[config.mk]
export PLATFORM = sky130hd
export DESIGN_NAME = cmp_frame_stats
export DESIGN_NICKNAME = d
export VERILOG_FILES = /design/src/rtl/cmp_pkg.sv /design/src/rtl/mag_cmp4.sv /design/src/rtl/cmp_frame_stats.sv
export SDC_FILE = /design/constraint.sdc
export NUM_CORES = 1
export LEC_CHECK = 0
export CAP_MARGIN = 20
export CORE_AREA = 2 2 98 100
export DETAILED_ROUTE_END_ITERATION = 8
export DIE_AREA = 0 0 100 102
export PLACE_DENSITY = 0.48
export RECOVER_POWER = 25
export SYNTH_ARGS = -nofsm -noshare
export SYNTH_HDL_FRONTEND = slang
export SYNTH_SLANG_ARGS = --single-unit
[constraint.sdc]
create_clock -name clk -period 3.3 [get_ports clk]
set_clock_uncertainty 0.1 [all_clocks]
set_input_delay 0.33 -clock clk [delete_from_list [all_inputs] [get_ports clk]]
set_output_delay 0.33 -clock clk [all_outputs]
set_load 0.05 [all_outputs]
[src/rtl/cmp_pkg.sv]
// Shared types and widths for the frame statistics stage and its comparator.
package cmp_pkg;

  localparam int CNT_W  = 8;
  localparam int DATA_W = 4;

  typedef enum logic [1:0] {
    IDLE,
    ACCUM,
    HOLD
  } state_t;

endpackage

[src/rtl/mag_cmp4.sv]
// Purely combinational unsigned 4-bit magnitude comparator (a against b).
module mag_cmp4
  import cmp_pkg::*;
(
  input  logic [DATA_W-1:0] a,
  input  logic [DATA_W-1:0] b,
  output logic              eq,
  output logic              gt,
  output logic              lt
);

  assign eq = (a == b);
  assign gt = (a > b);
  assign lt = (a < b);

endmodule

[src/rtl/cmp_frame_stats.sv]
// Frame statistics stage: classifies FRAME_LEN samples against a per-frame
// threshold, tracks min/max and presents one result record per frame.
module cmp_frame_stats
  import cmp_pkg::*;
#(
  parameter int FRAME_LEN = 8
) (
  input  logic              clk,
  input  logic              rst_n,
  input  logic [DATA_W-1:0] thr,
  input  logic              in_valid,
  output logic              in_ready,
  input  logic [DATA_W-1:0] in_data,
  output logic              out_valid,
  input  logic              out_ready,
  output logic [DATA_W-1:0] out_min,
  output logic [DATA_W-1:0] out_max,
  output logic [CNT_W-1:0]  out_gt_cnt,
  output logic [CNT_W-1:0]  out_eq_cnt,
  output logic [CNT_W-1:0]  out_lt_cnt
);

  localparam logic [CNT_W-1:0] LAST_CNT = CNT_W'(FRAME_LEN);

  state_t            state_q, state_d;
  logic [DATA_W-1:0] thr_q, thr_d;
  logic [DATA_W-1:0] min_q, min_d;
  logic [DATA_W-1:0] max_q, max_d;
  logic [CNT_W-1:0]  gt_q, gt_d;
  logic [CNT_W-1:0]  eq_q, eq_d;
  logic [CNT_W-1:0]  lt_q, lt_d;
  logic [CNT_W-1:0]  cnt_q, cnt_d;

  logic [DATA_W-1:0] thr_sel;
  logic              s_eq, s_gt, s_lt;
  logic              min_eq, min_gt, min_lt;
  logic              max_eq, max_gt, max_lt;
  logic              min_upd, max_upd;

  // The first sample of a frame is classified against the live threshold,
  // because thr_q only captures it on that same edge.
  assign thr_sel = (state_q == IDLE) ? thr : thr_q;

  mag_cmp4 u_cmp_thr (.a(in_data), .b(thr_sel), .eq(s_eq),   .gt(s_gt),   .lt(s_lt));
  mag_cmp4 u_cmp_min (.a(in_data), .b(min_q),   .eq(min_eq), .gt(min_gt), .lt(min_lt));
  mag_cmp4 u_cmp_max (.a(in_data), .b(max_q),   .eq(max_eq), .gt(max_gt), .lt(max_lt));

  assign min_upd = min_lt & ~min_eq & ~min_gt;
  assign max_upd = max_gt & ~max_eq & ~max_lt;

  assign in_ready   = (state_q != HOLD);
  assign out_valid  = (state_q == HOLD);
  assign out_min    = min_q;
  assign out_max    = max_q;
  assign out_gt_cnt = gt_q;
  assign out_eq_cnt = eq_q;
  assign out_lt_cnt = lt_q;

  always_comb begin
    state_d = state_q;
    thr_d   = thr_q;
    min_d   = min_q;
    max_d   = max_q;
    gt_d    = gt_q;
    eq_d    = eq_q;
    lt_d    = lt_q;
    cnt_d   = cnt_q;

    case (state_q)
      IDLE: begin
        if (in_valid) begin
          thr_d   = thr;
          min_d   = in_data;
          max_d   = in_data;
          gt_d    = CNT_W'(s_gt);
          eq_d    = CNT_W'(s_eq);
          lt_d    = CNT_W'(s_lt);
          cnt_d   = CNT_W'(1);
          state_d = (FRAME_LEN == 1) ? HOLD : ACCUM;
        end
      end
      ACCUM: begin
        if (in_valid) begin
          if (min_upd) min_d = in_data;
          if (max_upd) max_d = in_data;
          gt_d  = gt_q + CNT_W'(s_gt);
          eq_d  = eq_q + CNT_W'(s_eq);
          lt_d  = lt_q + CNT_W'(s_lt);
          cnt_d = cnt_q + CNT_W'(1);
          if (cnt_d == LAST_CNT) state_d = HOLD;
        end
      end
      HOLD: begin
        if (out_ready) begin
          state_d = IDLE;
          min_d   = '1;
          max_d   = '0;
          gt_d    = '0;
          eq_d    = '0;
          lt_d    = '0;
          cnt_d   = '0;
        end
      end
      default: state_d = IDLE;
    endcase
  end

  always_ff @(posedge clk) begin
    if (!rst_n) begin
      state_q <= IDLE;
      thr_q   <= '0;
      min_q   <= '1;
      max_q   <= '0;
      gt_q    <= '0;
      eq_q    <= '0;
      lt_q    <= '0;
      cnt_q   <= '0;
    end else begin
      state_q <= state_d;
      thr_q   <= thr_d;
      min_q   <= min_d;
      max_q   <= max_d;
      gt_q    <= gt_d;
      eq_q    <= eq_d;
      lt_q    <= lt_d;
      cnt_q   <= cnt_d;
    end
  end

endmodule

* Word-level counts from Yosys, hierarchy flattened
Cells that the tools add are included.
** Cells by class
- Bitwise gates (word level) :: 8
- Equal/unequal tests :: 13
- $add $sub $neg :: 4
- Muxes and demuxes :: 28
- Order comparisons :: 6
- Reductions and logical operators :: 7
** Operator list (count)
- $pmux W8 S3 :: 4
- $mux W8 :: 9
- $mux W4 :: 8
- $add A8 B1 Y8 :: 3
- $pmux W4 S3 :: 2
- $eq A4 B4 Y1 :: 3
- $gt A4 B4 Y1 :: 3
- $lt A4 B4 Y1 :: 3
- $ne A2 B2 Y1 const B :: 6
- $reduce_and A5 Y1 :: 2
- $add A8 B1 Y8 const B :: 1
- $eq A8 B4 Y1 const B :: 1
- $mux W2 :: 4
- $reduce_and A4 Y1 :: 2
- $pmux W2 S3 :: 1
- $and A1 B1 Y1 :: 4
- $not A1 Y1 :: 4
- $reduce_bool A3 Y1 :: 1
- $eq A2 B1 Y1 const B :: 1
- $eq A2 B2 Y1 const B :: 1
- $logic_not A2 Y1 :: 1
- $ne A2 B1 Y1 const B :: 1
- $reduce_and A2 Y1 :: 1
** Word-level totals
- Input port bits :: 12
- Word-level logic and storage cells :: 74
- Bits in registers :: 46
- Output and inout bits :: 34

* Longest topological paths before layout
Gate-level depths: netlist of the first run.
- Depth after elaboration :: 7
- Mapped depth :: 15
- Gate-level depth less buffers :: 14

* Modules after synthesis
A second synthesis of the first run with hierarchy kept.
** Second synthesis, totals
- Cells, all modules :: 318
- Area total of the unflattened synthesis :: 2751.4 µm²
** By module, submodules not included
- cmp_frame_stats :: instances 1, sequential area each 920.9 µm², area each 2364.8 µm², cells each 270
- mag_cmp4 :: instances 3, sequential area each 0.0 µm², area each 128.9 µm², cells each 16

* Worst setup path before layout of the first run
OpenSTA, ideal clock, no wires.
- Path type :: reg2reg
- Start point :: register state_q[0]
- End point :: register gt_q[4] (netlist: out_gt_cnt[4])
- Setup slack :: 9 ps
- Buffers on the path :: 1
- Setup time :: 129 ps
- Period minus slack after synthesis :: 3291 ps
- Data required time :: 3071 ps
- Stages on the path, launching flop included :: 16
- Arrival :: 3062 ps
- Cells stage by stage :: dfxtp_1 > inv_1 > ha_1 > clkbuf_1 > mux2_2 > ha_1 > nor2b_1 > o211ai_1 > and2_1 > nor2_1 > ha_1 > ha_1 > inv_1 > nor4_1 > a31o_2 > a21oi_1
** On the way
- Cells in the longest elaborated chain, start to end :: 6
- Elaborated cells on any way between the ends :: 13
- Those cells by class :: add/sub (1); order compare (1); eq/ne (5); mux (3); reduce/logical (3)
** RTL lines
- from (decl) :: line cmp_frame_stats.sv:25 : state_t state_q, state_d;
- from (signal assigned) :: line cmp_frame_stats.sv:119 : state_q <= state_d;
- $logic_not A2 Y1 :: line cmp_frame_stats.sv:42, cmp_frame_stats.sv:69
- $mux W4 :: line cmp_frame_stats.sv:42 : assign thr_sel = (state_q == IDLE) ? thr : thr_q;
- $gt A4 B4 Y1 :: line mag_cmp4.sv:13 : assign gt = (a > b);
- $add A8 B1 Y8 :: line cmp_frame_stats.sv:86 : gt_d = gt_q + CNT_W'(s_gt);
- $mux W8 :: line cmp_frame_stats.sv:83 : if (in_valid) begin
- $pmux W8 S3 :: line cmp_frame_stats.sv:69 : case (state_q)
- to (signal assigned) :: line cmp_frame_stats.sv:123 : gt_q <= gt_d;
- to (decl) :: line cmp_frame_stats.sv:29 : logic [CNT_W-1:0] gt_q, gt_d;
Several ways; a longest one is shown, not always the timed one. The select of a mux whose other input is x is not followed.
A chain may end at the register's enable or synchronous reset.

* Worst setup path after layout of the first run
- Start point :: register state_q[1]
- End point :: register lt_q[4] (netlist: out_lt_cnt[4])
** On the way
- Cells in the longest elaborated chain, start to end :: 6
- Elaborated cells on any way between the ends :: 13
- Those cells by class :: add/sub (1); order compare (1); eq/ne (5); mux (3); reduce/logical (3)
** RTL lines
- $logic_not A2 Y1 :: line cmp_frame_stats.sv:42, cmp_frame_stats.sv:69
- $mux W4 :: line cmp_frame_stats.sv:42
- $lt A4 B4 Y1 :: line mag_cmp4.sv:14 : assign lt = (a < b);
- $add A8 B1 Y8 :: line cmp_frame_stats.sv:88 : lt_d = lt_q + CNT_W'(s_lt);
- $mux W8 :: line cmp_frame_stats.sv:83
- $pmux W8 S3 :: line cmp_frame_stats.sv:69
- to (signal assigned) :: line cmp_frame_stats.sv:125 : lt_q <= lt_d;
- to (decl) :: line cmp_frame_stats.sv:31 : logic [CNT_W-1:0] lt_q, lt_d;
Several ways; a longest one is shown, not always the timed one. The select of a mux whose other input is x is not followed.

==> results.txt, run 1 <==
Status: finished clean
Hold WC Path Type: reg2reg
Crit path max-delay cell type: dfxtp_1
Via/cell ratio: 5.18
Die W: 100 um
Worst vdd ir: 206 uV
Final Hold Viols: 0
Worst skew pair latency: 300 ps
Post-Synthesis Cells: 307
Max-slew headroom: 0.240
CTS root buffer: clkbuf_8
Antenna violations before repair: 0
Delay-heaviest family, CP: adder cells
Post-synth cell types: 50
Worst r2r src: state_q[1]
CP endpoint kind: flip-flop
P&R area growth vs syn: 26.9%
GRT Util Overall: 0.140
Die height: 102 um
Power Dens Cells: 485 nW/um2
First-pass GRT wire length: 11400 um
CTS Hold Buffers Added: 0
Sequential fraction of the synthesis area: 0.343
Max Cap Viol: 0
DRT antenna net count: 0
DRT iter0 DRCs: 69
Share of layout cells above drive strength 1: 0.0843
Placed Instances: 459
Max-slew violation count: 0
DR vias: 2417
Net Count, Synth: 342
Top FF cell, synth: dfxtp_1
Leakage: 1.27 nW
Synthesis-stage register bit count: 46
Placed wire-length estimate: 4980 um
Ys Warns: 0
Fin nets: 390
WHS Endpoint: thr_q[3]
Hold path start: thr_q[3]
Total grt overflow: 0
Vias in the first global route: 2387
CP arrival: 3150 ps
# IOs: 46
Setup slack at placement: 100 ps
Largest net degree at the start of global routing: 31
Crit path cell chain: inv_1, ha_2, mux2i_1, ha_1, nor2b_1, o211ai_1, and2_1, ha_1, ha_1, nand3_1, nor4_1, xnor2_1, nor2_1
Worst r2r dst: out_lt_cnt[4]
ANT cells: 0
Site row count: 35
R2r setup slk: 250 ps
Max layer used: met4
Synth Cell Area: 2680 um2
Final period util: 0.924
IO buf count: 45
Setup slack after layout: 251 ps
WP buf/inv: 1
Drt pass-1 iters: 4
CTS clk-pin slew, worst paths: 100 ps
Filler cells: 945
CP most frequent cell: ha_1
Post_cts resized: 0
WL per Instance: 14.7 um
M1 WL: 3380 um
Tmin final: 3050 ps
GPL Wtd Cong: 0.798
Clock buffer count from CTS: 5
Critical path type: reg2reg
Crit-path max FO: 6
Worst R2R Path Depth: 13
Met2 WL: 3100 um
Final WL: 6850 um
Setup bufs post-CTS: 0
Routed wl met3: 282 um
Total die area: 10200 um2
Final TNS setup: 0 ps
Mean Syn Cell Area: 8.73 um2
WP data required: 3400 ps
Synth async-reset ratio: 0
Clock buffer depth: 2
Fmax: 0.328 GHz
DRC viols: 0
Final Non-Filler Cells: 467
Number of synthesized flops with an enable pin: 0
CP Depth: 13
Clock Sinks: 46
Crit path launch type: flip-flop
CTS tree: yes
Worst-margin pin slew: 1140 ps
Initial Util: 0.294
Worst path max stage delay: 340 ps
# H-tree levels: 2
Final setup violation count: 0
WHS Path Cells: 2
Core area: 9110 um2
RSZ-0062 raised after global routing: false
==> power breakdown <==
part | total [mW] | internal, mW | switching, mW
Sequential | 0.633 | 0.597 | 0.0354
Clock | 0.422 | 0.223 | 0.199
Combinational | 0.596 | 0.226 | 0.370
==> layout make-up <==
type | instances | area (um2) | area share
repair buffers | 54 | 514 | 0.151
multi-input cells | 233 | 1660 | 0.489
clock buffers | 5 | 68.8 | 0.0202
inverters | 15 | 56.3 | 0.0165
clock inverters | 3 | 40.0 | 0.0118
flip-flops and latches | 46 | 921 | 0.271
well taps | 111 | 139 | 0.0408
==> logic make-up (layout without fill, tap and decap cells) <==
group,Yosys count,count (layout),share of synthesized area
multiplexers,14,14,0.0527
AND/OR/NAND/NOR,118,118,0.248
flip-flops,46,46,0.343
adder cells (fa/ha/maj),23,23,0.107
buffers and inverters,28,77,0.0425
XOR/XNOR,8,8,0.0261
AO/OA/AOI/OAI,70,70,0.180
==> synth_stat cells, drive strengths merged, types with 2 or more instances <==
master | instances | area (um2)
or3 | 4 | 25.0
nor3b | 5 | 37.5
nor3 | 2 | 10.0
nand2 | 25 | 93.8
xor2 | 2 | 17.5
nor2b | 8 | 50.1
nor2 | 14 | 52.6
or4 | 4 | 30.0
nand3 | 24 | 133
or3b | 2 | 17.5
o31ai | 5 | 37.5
nand4 | 10 | 68.8
a21oi | 17 | 85.1
buf | 7 | 35.0
o22ai | 2 | 12.5
ha | 23 | 288
xnor2 | 6 | 52.6
dfxtp | 46 | 921
inv | 15 | 56.3
o21a | 4 | 30.0
nor4 | 6 | 43.8
o21ai | 13 | 68.8
and2 | 4 | 25.0
o211ai | 3 | 22.5
and4 | 4 | 35.0
a21boi | 14 | 105
mux2i | 13 | 130
clkbuf | 6 | 22.5
and3 | 2 | 12.5
a31o | 2 | 17.5
==> worst max-delay path by stage <==
stage                    start             to  slack, ps
finish              state_q[1]  out_lt_cnt[4]        250
global route        state_q[1]  out_lt_cnt[4]          9
CTS                 state_q[1]  out_gt_cnt[4]         90
floorplan           state_q[0]  out_gt_cnt[4]          9
global placement    state_q[1]  out_gt_cnt[4]        200
detailed placement  state_q[1]  out_gt_cnt[4]        100
==> state kept, by name, summed over array words and instances, names as in the netlist <==
name and flops:
cnt_q 8, out_max 4, state_q 2, out_min 4
out_lt_cnt 8, out_eq_cnt 8, out_gt_cnt 8, thr_q 4
==> placed cells by master (no fill, tap or decap), types with 2 or more instances in the layout <==
cell type        instances
nor2b_1                  8
o31ai_1                  5
a21oi_1                 17
ha_1                    22
xor2_1                   2
o22ai_1                  2
and2_1                   4
nand3_1                 23
nor2_1                  14
clkdlybuf4s50_1         29
a31o_2                   2
o21a_1                   4
or4_1                    4
or3_1                    4
clkinv_2                 2
mux2i_1                 13
clkbuf_8                 5
o21ai_0                 12
inv_1                   15
xnor2_1                  6
dlygate4sd3_1           16
nor3_1                   2
nand4_1                  9
nor3b_1                  5
nor4_1                   4
o211ai_1                 3
dfxtp_1                 46
buf_4                    8
and3_1                   2
nand2_1                 25
a21boi_0                14
and4_1                   4
==> metrics by stage <==
stage                     utilization  instance area (um2)  power (mW)  hold slack, ps
after floorplan                     -                 2680        1.06             341
after global placement          0.360                 3280        1.25             356
after detailed placement        0.360                 3280        1.25             360
after CTS                       0.372                 3390        1.68             374
after global routing            0.374                 3400        1.75             395
final                           0.374                 3400        1.65             373
==> routing by layer <==
metal	track usage	up-vias
met3	0.0301	7
met5	0	-
li1	-	1225
met1	0.178	1130
met4	0.0411	0
met2	0.240	55
==> worst min-delay path, stage by stage (launching register included) <==
cell and delay, ps:
dfxtp_1 320, nand2_1 50, a21boi_0 60
Note: power is estimated with default switching activity, not from simulation.
==> inputs of run 2 (changes only) <==
--- a/config.mk
+++ b/config.mk
@@ -11,6 +11,7 @@
 export DIE_AREA = 0 0 100 102
 export PLACE_DENSITY = 0.48
 export RECOVER_POWER = 25
+export SLEW_MARGIN = 0
 export SYNTH_ARGS = -nofsm -noshare
 export SYNTH_HDL_FRONTEND = slang
 export SYNTH_SLANG_ARGS = --single-unit
==> results of run 2 <==
Final layout, timing and power as in run 1 (identical DEF).
